[src/rtl/mem_ctrl.sv]
// mem_ctrl: serialises LSB loads/stores and instruction fetches into byte accesses on the 8-bit RAM port.
// Define MEM_CTRL_IO_STALL_EN to hold IO-region writes (mem_a[17:16]==2'b11) while io_buffer_full is set.
module mem_ctrl (
    input  logic        clk_in,
    input  logic        rst_in,
    input  logic        rdy_in,
    input  logic        activate_cache,
    input  logic [31:0] ls_addr,
    input  logic        r_nw_out,
    input  logic [2:0]  type_out,
    input  logic [31:0] st_val,
    output logic [31:0] ld_val,
    output logic        ls_done_in,
    input  logic        if_req,
    input  logic [31:0] if_addr,
    output logic [31:0] if_data,
    output logic        if_done,
    input  logic [7:0]  mem_din,
    output logic [7:0]  mem_dout,
    output logic [31:0] mem_a,
    output logic        mem_wr,
    input  logic        io_buffer_full
);

    typedef enum logic [1:0] {IDLE, READ, WRITE, DONE} state_t;
    typedef enum logic {OWN_DATA, OWN_FETCH} owner_t;

    state_t      r_state;
    state_t      w_nextState;
    owner_t      r_owner;
    logic [31:0] r_base;
    logic [31:0] r_stVal;
    logic [31:0] r_data;
    logic [2:0]  r_type;
    logic        r_isRead;
    logic [2:0]  r_cnt;

    logic [2:0]  w_numBytes;
    logic [2:0]  w_presIdx;
    logic [1:0]  w_capIdx;
    logic [31:0] w_byteAddr;
    logic [31:0] w_ext;
    logic        w_advance;
    logic        w_capture;
    logic        w_ioStall;

    always_comb begin
        case (r_type[1:0])
            2'b01:   w_numBytes = 3'd2;
            2'b10:   w_numBytes = 3'd1;
            default: w_numBytes = 3'd4;
        endcase
    end

    // While frozen mid-read, re-present the address whose byte is still awaiting capture.
    assign w_presIdx  = (r_state == READ && !rdy_in && r_cnt != 3'd0) ? r_cnt - 3'd1 : r_cnt;
    assign w_capIdx   = 2'(r_cnt - 3'd1);
    assign w_byteAddr = r_base + {29'd0, w_presIdx};

`ifdef MEM_CTRL_IO_STALL_EN
    assign w_ioStall = (w_byteAddr[17:16] == 2'b11) && io_buffer_full;
`else
    logic w_unusedIoFull;
    assign w_unusedIoFull = io_buffer_full;
    assign w_ioStall      = 1'b0;
`endif

    always_comb begin
        case (r_type[1:0])
            2'b10:   w_ext = {{24{r_type[2] & r_data[7]}}, r_data[7:0]};
            2'b01:   w_ext = {{16{r_type[2] & r_data[15]}}, r_data[15:0]};
            default: w_ext = r_data;
        endcase
    end

    always_ff @(posedge clk_in or posedge rst_in) begin
        if (rst_in) begin
            r_state <= IDLE;
        end else begin
            r_state <= w_nextState;
        end
    end

    always_comb begin
        w_nextState = r_state;
        w_advance   = 1'b0;
        w_capture   = 1'b0;
        mem_a       = '0;
        mem_dout    = '0;
        mem_wr      = 1'b0;
        ld_val      = '0;
        ls_done_in  = 1'b0;
        if_data     = '0;
        if_done     = 1'b0;
        case (r_state)
            IDLE: begin
                if (rdy_in) begin
                    if (activate_cache) begin
                        w_nextState = r_nw_out ? READ : WRITE;
                    end else if (if_req) begin
                        w_nextState = READ;
                    end
                end
            end
            READ: begin
                if (w_presIdx < w_numBytes) begin
                    mem_a = w_byteAddr;
                end
                if (rdy_in) begin
                    w_capture = (r_cnt != 3'd0);
                    if (r_cnt == w_numBytes) begin
                        w_nextState = DONE;
                    end else begin
                        w_advance = 1'b1;
                    end
                end
            end
            WRITE: begin
                mem_a = w_byteAddr;
                case (r_cnt[1:0])
                    2'd0:    mem_dout = r_stVal[7:0];
                    2'd1:    mem_dout = r_stVal[15:8];
                    2'd2:    mem_dout = r_stVal[23:16];
                    default: mem_dout = r_stVal[31:24];
                endcase
                if (rdy_in && !w_ioStall) begin
                    mem_wr = 1'b1;
                    if (r_cnt == w_numBytes - 3'd1) begin
                        w_nextState = DONE;
                    end else begin
                        w_advance = 1'b1;
                    end
                end
            end
            DONE: begin
                if (rdy_in) begin
                    w_nextState = IDLE;
                    if (r_owner == OWN_FETCH) begin
                        if_done = 1'b1;
                        if_data = r_data;
                    end else begin
                        ls_done_in = 1'b1;
                        ld_val     = r_isRead ? w_ext : '0;
                    end
                end
            end
            default: w_nextState = IDLE;
        endcase
    end

    // Request latch on accept; byte counter and capture buffer advance only while ready.
    always_ff @(posedge clk_in or posedge rst_in) begin
        if (rst_in) begin
            r_owner  <= OWN_DATA;
            r_base   <= '0;
            r_stVal  <= '0;
            r_data   <= '0;
            r_type   <= '0;
            r_isRead <= 1'b0;
            r_cnt    <= '0;
        end else if (rdy_in) begin
            if (r_state == IDLE) begin
                r_cnt  <= '0;
                r_data <= '0;
                if (activate_cache) begin
                    r_owner  <= OWN_DATA;
                    r_base   <= ls_addr;
                    r_type   <= type_out;
                    r_isRead <= r_nw_out;
                    r_stVal  <= st_val;
                end else if (if_req) begin
                    r_owner  <= OWN_FETCH;
                    r_base   <= if_addr;
                    r_type   <= 3'b000;
                    r_isRead <= 1'b1;
                end
            end else begin
                if (w_advance) begin
                    r_cnt <= r_cnt + 3'd1;
                end
                if (w_capture) begin
                    r_data[{w_capIdx, 3'b000} +: 8] <= mem_din;
                end
            end
        end
    end

endmodule

[config.mk]
export PLATFORM = sky130hd
export DESIGN_NAME = mem_ctrl
export DESIGN_NICKNAME = d
export VERILOG_FILES = /design/src/rtl/mem_ctrl.sv
export SDC_FILE = /design/constraint.sdc
export NUM_CORES = 1
export LEC_CHECK = 0
export BUFFER_PORTS_ARGS = -buffer_cell sky130_fd_sc_hd__buf_2
export CAP_MARGIN = 15
export CORE_MARGIN = 2
export CORE_UTILIZATION = 45
export DETAILED_ROUTE_END_ITERATION = 6
export HOLD_SLACK_MARGIN = 0.05
export PLACE_DENSITY_LB_ADDON = 0.05
export SLEW_MARGIN = 20
export SYNTH_ARGS = -nofsm -noshare
export SYNTH_HDL_FRONTEND = slang
export SYNTH_SLANG_ARGS = --single-unit
[constraint.sdc]
create_clock -name clk_in -period 4.4 [get_ports clk_in]
set_input_delay 0.22 -clock clk_in [delete_from_list [all_inputs] [get_ports clk_in]]
set_output_delay 0.22 -clock clk_in [all_outputs]
set_load 0.01 [all_outputs]
==> results of run 1 <==
## synthesized netlist by cell type, drive strengths merged
| master | instances |
|---|---|
| nand2 | 165 |
| dfrtp | 106 |
| nor2 | 58 |
| o21ai | 54 |
| mux2i | 41 |
| a21oi | 40 |
| inv | 39 |
| and2 | 36 |
| clkbuf | 35 |
| nand3 | 32 |
| ha | 21 |
| xor2 | 19 |
| and3 | 15 |
| xnor2 | 15 |
| a22o | 12 |
| buf | 12 |
| a222oi | 8 |
| nand4 | 7 |
| nor4 | 7 |
| nor3 | 6 |
| nor2b | 4 |
| and4 | 3 |
| nand2b | 3 |
| nor4b | 3 |
| or4 | 3 |
| a21o | 2 |
| a31oi | 2 |
| nor3b | 2 |
| or2 | 2 |
| a211o | 1 |
| a221o | 1 |
| a41o | 1 |
| a41oi | 1 |
| clkinv | 1 |
| fa | 1 |
| nand3b | 1 |
| nand4b | 1 |
| o211ai | 1 |
| o21a | 1 |
| o221ai | 1 |
| o311ai | 1 |
| o32a | 1 |
| o41ai | 1 |
## power groups by stage
stage | logic, mW | registers, mW | clock network [mW]
final | 2.32 | 1.83 | 0.878
after global routing | 2.65 | 1.89 | 0.931
after CTS | 2.32 | 1.82 | 0.895
after detailed placement | 2.30 | 1.84 | 0
after global placement | 2.23 | 1.81 | 0
after floorplan | 1.71 | 1.70 | 0
## worst min path at each step
stage | startpoint | end | slack, ns
2_1_floorplan | st_val[0] | r_stVal[0]$_DFFE_PP0P_ | 0.33
3_3_place_gp | st_val[31] | r_stVal[31]$_DFFE_PP0P_ | 0.41
3_5_place_dp | st_val[15] | r_stVal[15]$_DFFE_PP0P_ | 0.41
4_1_cts | st_val[31] | r_stVal[31]$_DFFE_PP0P_ | 0.05
5_1_grt | st_val[9] | r_stVal[9]$_DFFE_PP0P_ | 0.07
6_report | st_val[3] | r_stVal[3]$_DFFE_PP0P_ | 0.06
## layer usage
metal,global-route usage,vias up,part of all wire
met2,0.385,199,0.48
li1,-,2974,-
met4,0.0845,2,0.020
met3,0.0318,26,0.056
met1,0.316,2786,0.44
met5,0,-,0.00092
## through the flow
| stage | total power [mW] | setup slack [ns] | setup TNS, ns | utilization | cells |
|---|---|---|---|---|---|
| after CTS | 5.04 | 0.241 | 0 | 0.577 | 1152 |
| after global routing | 5.47 | -0.0213 | -0.0213 | 0.579 | 1153 |
| final | 5.03 | 0.243 | 0 | 0.579 | 1153 |
| after global placement | 4.04 | 0.734 | 0 | 0.547 | 1126 |
| after detailed placement | 4.13 | 0.633 | 0 | 0.547 | 1126 |
| after floorplan | 3.41 | 1.10 | 0 | - | 766 |
## worst max-delay path: cells and delay by family (launching register included)
kind / cells / cell delay, ns
XOR/XNOR: 1 / 0.16
AO/OA/AOI/OAI: 3 / 0.55
buffers and inverters: 2 / 0.39
flip-flops: 1 / 0.60
AND/OR/NAND/NOR: 4 / 1.21
adder cells (fa/ha/maj): 2 / 0.67
## flip-flops by register name, indices dropped and copies added (netlist names)
name	count
r_state	2
r_base	32
r_data	32
r_isRead	1
r_stVal	32
r_cnt	3
r_owner	1
r_type	3
## area by class of cell
cell class / instances / area share
clock buffer: 12 / 0.0305
timing repair buffer: 237 / 0.156
inverter: 40 / 0.0189
tap: 180 / 0.0279
antenna: 1 / 0.000310
sequential: 106 / 0.329
multi-input combinational: 573 / 0.429
clock inverter: 4 / 0.00915
## cell families after synthesis
family | Yosys count | share of synthesized area
flip-flops | 106 | 0.413
AND/OR/NAND/NOR | 348 | 0.260
adder cells (fa/ha/maj) | 22 | 0.0440
AO/OA/AOI/OAI | 128 | 0.120
buffers and inverters | 87 | 0.0535
multiplexers | 41 | 0.0638
XOR/XNOR | 34 | 0.0463
## what timing repair did
action,in CTS,in global routing
gates resized for setup,0,2
endpoints found under the hold margin,10,0
hold buffers,10,0
setup endpoints to repair,0,11
==> results.toml, run 1 <==
[pwr]
power-per-cell-area_nw_per_um2 = 623
p_seq_frac = 0.364
peakVddDrop_uv = 277
clock_power_share = 0.175
p_leak_nw = 4.19
switching_share = 0.433
p_comb_frac = 0.462
intPower_mw = 2.85
netSwitchingPower_mw = 2.18

[floorplanning]
start_util = 0.461
ios = 221
die-area_um2 = 15300
fp.dieW_um = 124
rows = 43
core_um2 = 13900
dieHeight_um = 124

[clock_network]
cts-root-buf = "clkbuf_16"
cts_sinks = 106
cts_buffers = 9
cts.path.max_buffers = 2
htreeDepth = 3
worstSkewPairLatency_ns = 0.35
cts_tree = "yes"
cts_setup_buffers = 0
path_clk_slew_ns = 0.07

[synthesis]
synthesis.instances = 766
netlist.area_leader.share = 0.413
yosysWarnings = 0
syn_area_um2 = 6430
ys_types = 54
synth-seq-cells = 106
syn_nets = 902
yosysTopAreaCell = "dfrtp_1"
yosysSeqAreaShare = 0.413
synth_top_cells_by_area = "dfrtp_1, nand2_1, mux2i_1"
syn_area_per_cell_um2 = 8.39

[routing]
wl_mm = 17.5
drtPass1Iterations = 7
drt.antenna.violating_nets = 0
drc = 0
drtIter0Drc = 369
vias_per_cell = 5.19
vias = 5987
wire_per_inst_um = 15.1

[critical_path]
worstSetupPathType = "register to output pin"
end_kind = "output pin"
crit_end = "mem_a[19]"
slowest_delay_ns = 0.60
ff2ff_setup_slack_ns = 1.80
rr_worst_depth = 6
crit_arrival_ns = 3.94
crit_fanout = 11
r2r_end = "r_data[3]$_DFFE_PP0P_"
cp-start-kind = "register"
cp_slowest_cell = "dfrtp_1"
cp-startpoint = "r_cnt[0]$_DFFE_PP0P_"
crit_chain = "inv_1, ha_1, nand2b_2, a21oi_1, a31oi_1, ha_1, a21oi_1, and2_1, or4_1, xor2_1, nor2_1, buf_2"
r2r_start = "r_cnt[0]$_DFFE_PP0P_"
cp_data_required_time_ns = 4.18

[grt]
track_usage = 0.234
grt-ovfl-total = 0
grt_antenna_before_repair = 2
first_global_vias = 5692
grt_pass1_wl_mm = 27.8
grt_max_degree = 78

[timing]
hold_violations = 0
fin_crit_sh = 0.945
skew_ns = 0.00559
slew_headroom = 0.344
max_freq_mhz = 241
finalSetupViolations = 0
drv_slew = 0
fin_hold_ws_ns = 0.0587
finalCriticalPeriod_ns = 4.16
worst_pin_slew_ns = 0.983

[status]
outcome = "complete, no violations"

[layout]
stdcell_area_um2 = 8070
layout_common_cells = "buf_2, nand2_1, dfrtp_1"
multi_input_area_um2 = 3460
regArea_um2 = 2650
nFillCells = 1265
drive_gt1_frac = 0.270
layout.nets = 1103
area_growth_pct = 25.6
final_common_cell = "buf_2"

[place]
placed_area_um2 = 7620
numPortBuffers = 219
hpwl_mm = 12.8
gp_congestion = 0.916

[worst_hold_path]
worst_hold_path.num_cells = 3
hp-class = "input port to register"

[run]
maxCapViolations = 0
(Power assumes the default switching activity.)
==> inputs of run 2 (changes only) <==
--- a/config.mk
+++ b/config.mk
@@ -11,6 +11,7 @@
 export CORE_UTILIZATION = 45
 export DETAILED_ROUTE_END_ITERATION = 6
 export HOLD_SLACK_MARGIN = 0.05
+export MAX_ROUTING_LAYER = met4
 export PLACE_DENSITY_LB_ADDON = 0.05
 export SLEW_MARGIN = 20
 export SYNTH_ARGS = -nofsm -noshare
==> constraint.sdc (replaced) <==
create_clock -name clk_in -period 3.81 [get_ports clk_in]
set_input_delay 0.1905 -clock clk_in [delete_from_list [all_inputs] [get_ports clk_in]]
set_output_delay 0.1905 -clock clk_in [all_outputs]
set_load 0.01 [all_outputs]
==> results.toml, run 2 (synthesis gave the netlist of run 1 again) <==
[status]
outcome = "complete, no violations"

[routing]
vias = 6174
drt.antenna.violating_nets = 0
drtIter0Drc = 441
vias_per_cell = 5.21
wire_per_inst_um = 14.8
wl_mm = 17.5
drtPass1Iterations = 6
drc = 0

[grt]
first_global_vias = 5672
grt-ovfl-total = 0
grt_antenna_before_repair = 0
grt_pass1_wl_mm = 27.4
track_usage = 0.236
grt_max_degree = 69

[critical_path]
crit_arrival_ns = 3.42
crit_chain = "inv_1, ha_1, nand2_1, nor3_1, a21o_1, ha_1, a21oi_1, and2_1, or4_1, xor2_1, nor2_1, buf_2"
cp_slowest_cell = "dfrtp_1"
cp_common_cell = "ha_1"
worstSetupPathType = "register to output pin"
end_kind = "output pin"
slowest_delay_ns = 0.58
crit_fanout = 11
cp-start-kind = "register"
cp_data_required_time_ns = 3.62
path_delay_family = "simple AND/OR/NAND/NOR gates"
critPathBufInv = 2

[clock_network]
cts-root-buf = "clkbuf_16"
cts_tree = "yes"
cts.path.max_buffers = 2
cts_sinks = 106
path_clk_slew_ns = 0.07
worstSkewPairLatency_ns = 0.35
htreeDepth = 3
cts_setup_buffers = 0
cts_buffers = 9

[pwr]
peakVddDrop_uv = 309
power-per-cell-area_nw_per_um2 = 718
p_leak_nw = 4.37

[timing]
tns_ns = 0
worst_pin_slew_ns = 0.943
slew_headroom = 0.371
skew_ns = 0.00717
finalWorstSetupSlack_ns = 0.199
hold_violations = 0
fin_crit_sh = 0.948
drv_slew = 0
finalCriticalPeriod_ns = 3.61
max_freq_mhz = 277
fin_hold_ws_ns = 0.0583
rsz0062_at_grt = "false"
finalSetupViolations = 0

[floorplanning]
start_util = 0.461
fp.dieW_um = 124
rows = 43
ios = 221
die-area_um2 = 15300
dieHeight_um = 124
core_um2 = 13900

[layout]
final_util = 0.606
layout.nets = 1137
area_growth_pct = 31.4
diodes = 0
layout_common_cells = "buf_2, nand2_1, dfrtp_1"
reg_top3 = "r_base (32), r_data (32), r_stVal (32)"
drive_gt1_frac = 0.270
final_common_cell = "buf_2"

[place]
pre_cts_ws_ns = 0.416
hpwl_mm = 12.8
numPortBuffers = 219
gp_congestion = 0.928

[run]
maxCapViolations = 0

[worst_hold_path]
hp-class = "input port to register"
run 2: changes by cell type in the layout (fill, tap and decap cells not counted), moves of 2 or more:
cell           change
dlygate4sd3_1     +25
buf_4              +9
bufinv_16          +3
nor4_1             +3
nor4_2             -3
clkbuf_1           -2
run 2: cell type report:
cell class / count / area [um2]
Fill cell: 1280 / 5490
Multi-Input combinational cell: 573 / 3450
Sequential cell: 106 / 2650
Timing Repair Buffer: 271 / 1570
Clock buffer: 9 / 225
Tap cell: 180 / 225
Clock inverter: 7 / 164
Inverter: 40 / 153
run 2: stage by stage:
step                cell area (um2)  instances  total power [mW]
finish                         8450       1186              6.06
detailed placement             7690       1135              4.82
floorplan                      6430        766              3.94
global route                   8450       1186              6.54
global placement               7690       1135              4.72
CTS                            8430       1186              6.07
run 2: path summary, 6_finish.rpt:
check	from	end	slack, ns	cells past startpoint
setup reg to reg	r_cnt[0]$_DFFE_PP0P_	r_data[3]$_DFFE_PP0P_	1.43	6
hold / removal	st_val[14]	r_stVal[14]$_DFFE_PP0P_	0.06	3
setup / recovery	r_cnt[0]$_DFFE_PP0P_	mem_a[19]	0.20	12
max in group asynchronous	rst_in	r_base[7]$_DFFE_PP0P_	2.40	4
min in group asynchronous	rst_in	r_stVal[23]$_DFFE_PP0P_	0.54	3
hold reg to reg	r_stVal[22]$_DFFE_PP0P_	r_stVal[22]$_DFFE_PP0P_	0.48	2
run 2: worst reg2reg max path, stage by stage, from the launching register on:
cell      delay, ns
dfrtp_1        0.58
inv_1          0.23
ha_1           0.30
nand2b_2       0.13
a21oi_1        0.14
nor3_1         0.71
a22o_1         0.23
run 2: layer usage:
layer / wire length (um) / GRT usage / vias up
met5: 0 / - / -
met2: 8430 / 0.382 / 186
li1: - / - / 3050
met4: 327 / 0.0810 / 0
met3: 941 / 0.0300 / 24
met1: 7810 / 0.305 / 2914
run 2: power by group:
| group | internal (mW) | switching [mW] |
|---|---|---|
| logic | 1.11 | 1.65 |
| clock network | 0.776 | 0.429 |
| registers | 1.65 | 0.454 |
run 2: timing repair:
| item | CTS | global route |
|---|---|---|
| endpoints found under the setup margin | 0 | 32 |
| hold endpoints to repair | 90 | 0 |
| hold buffers | 35 | 0 |
| gates resized for setup | 0 | 5 |
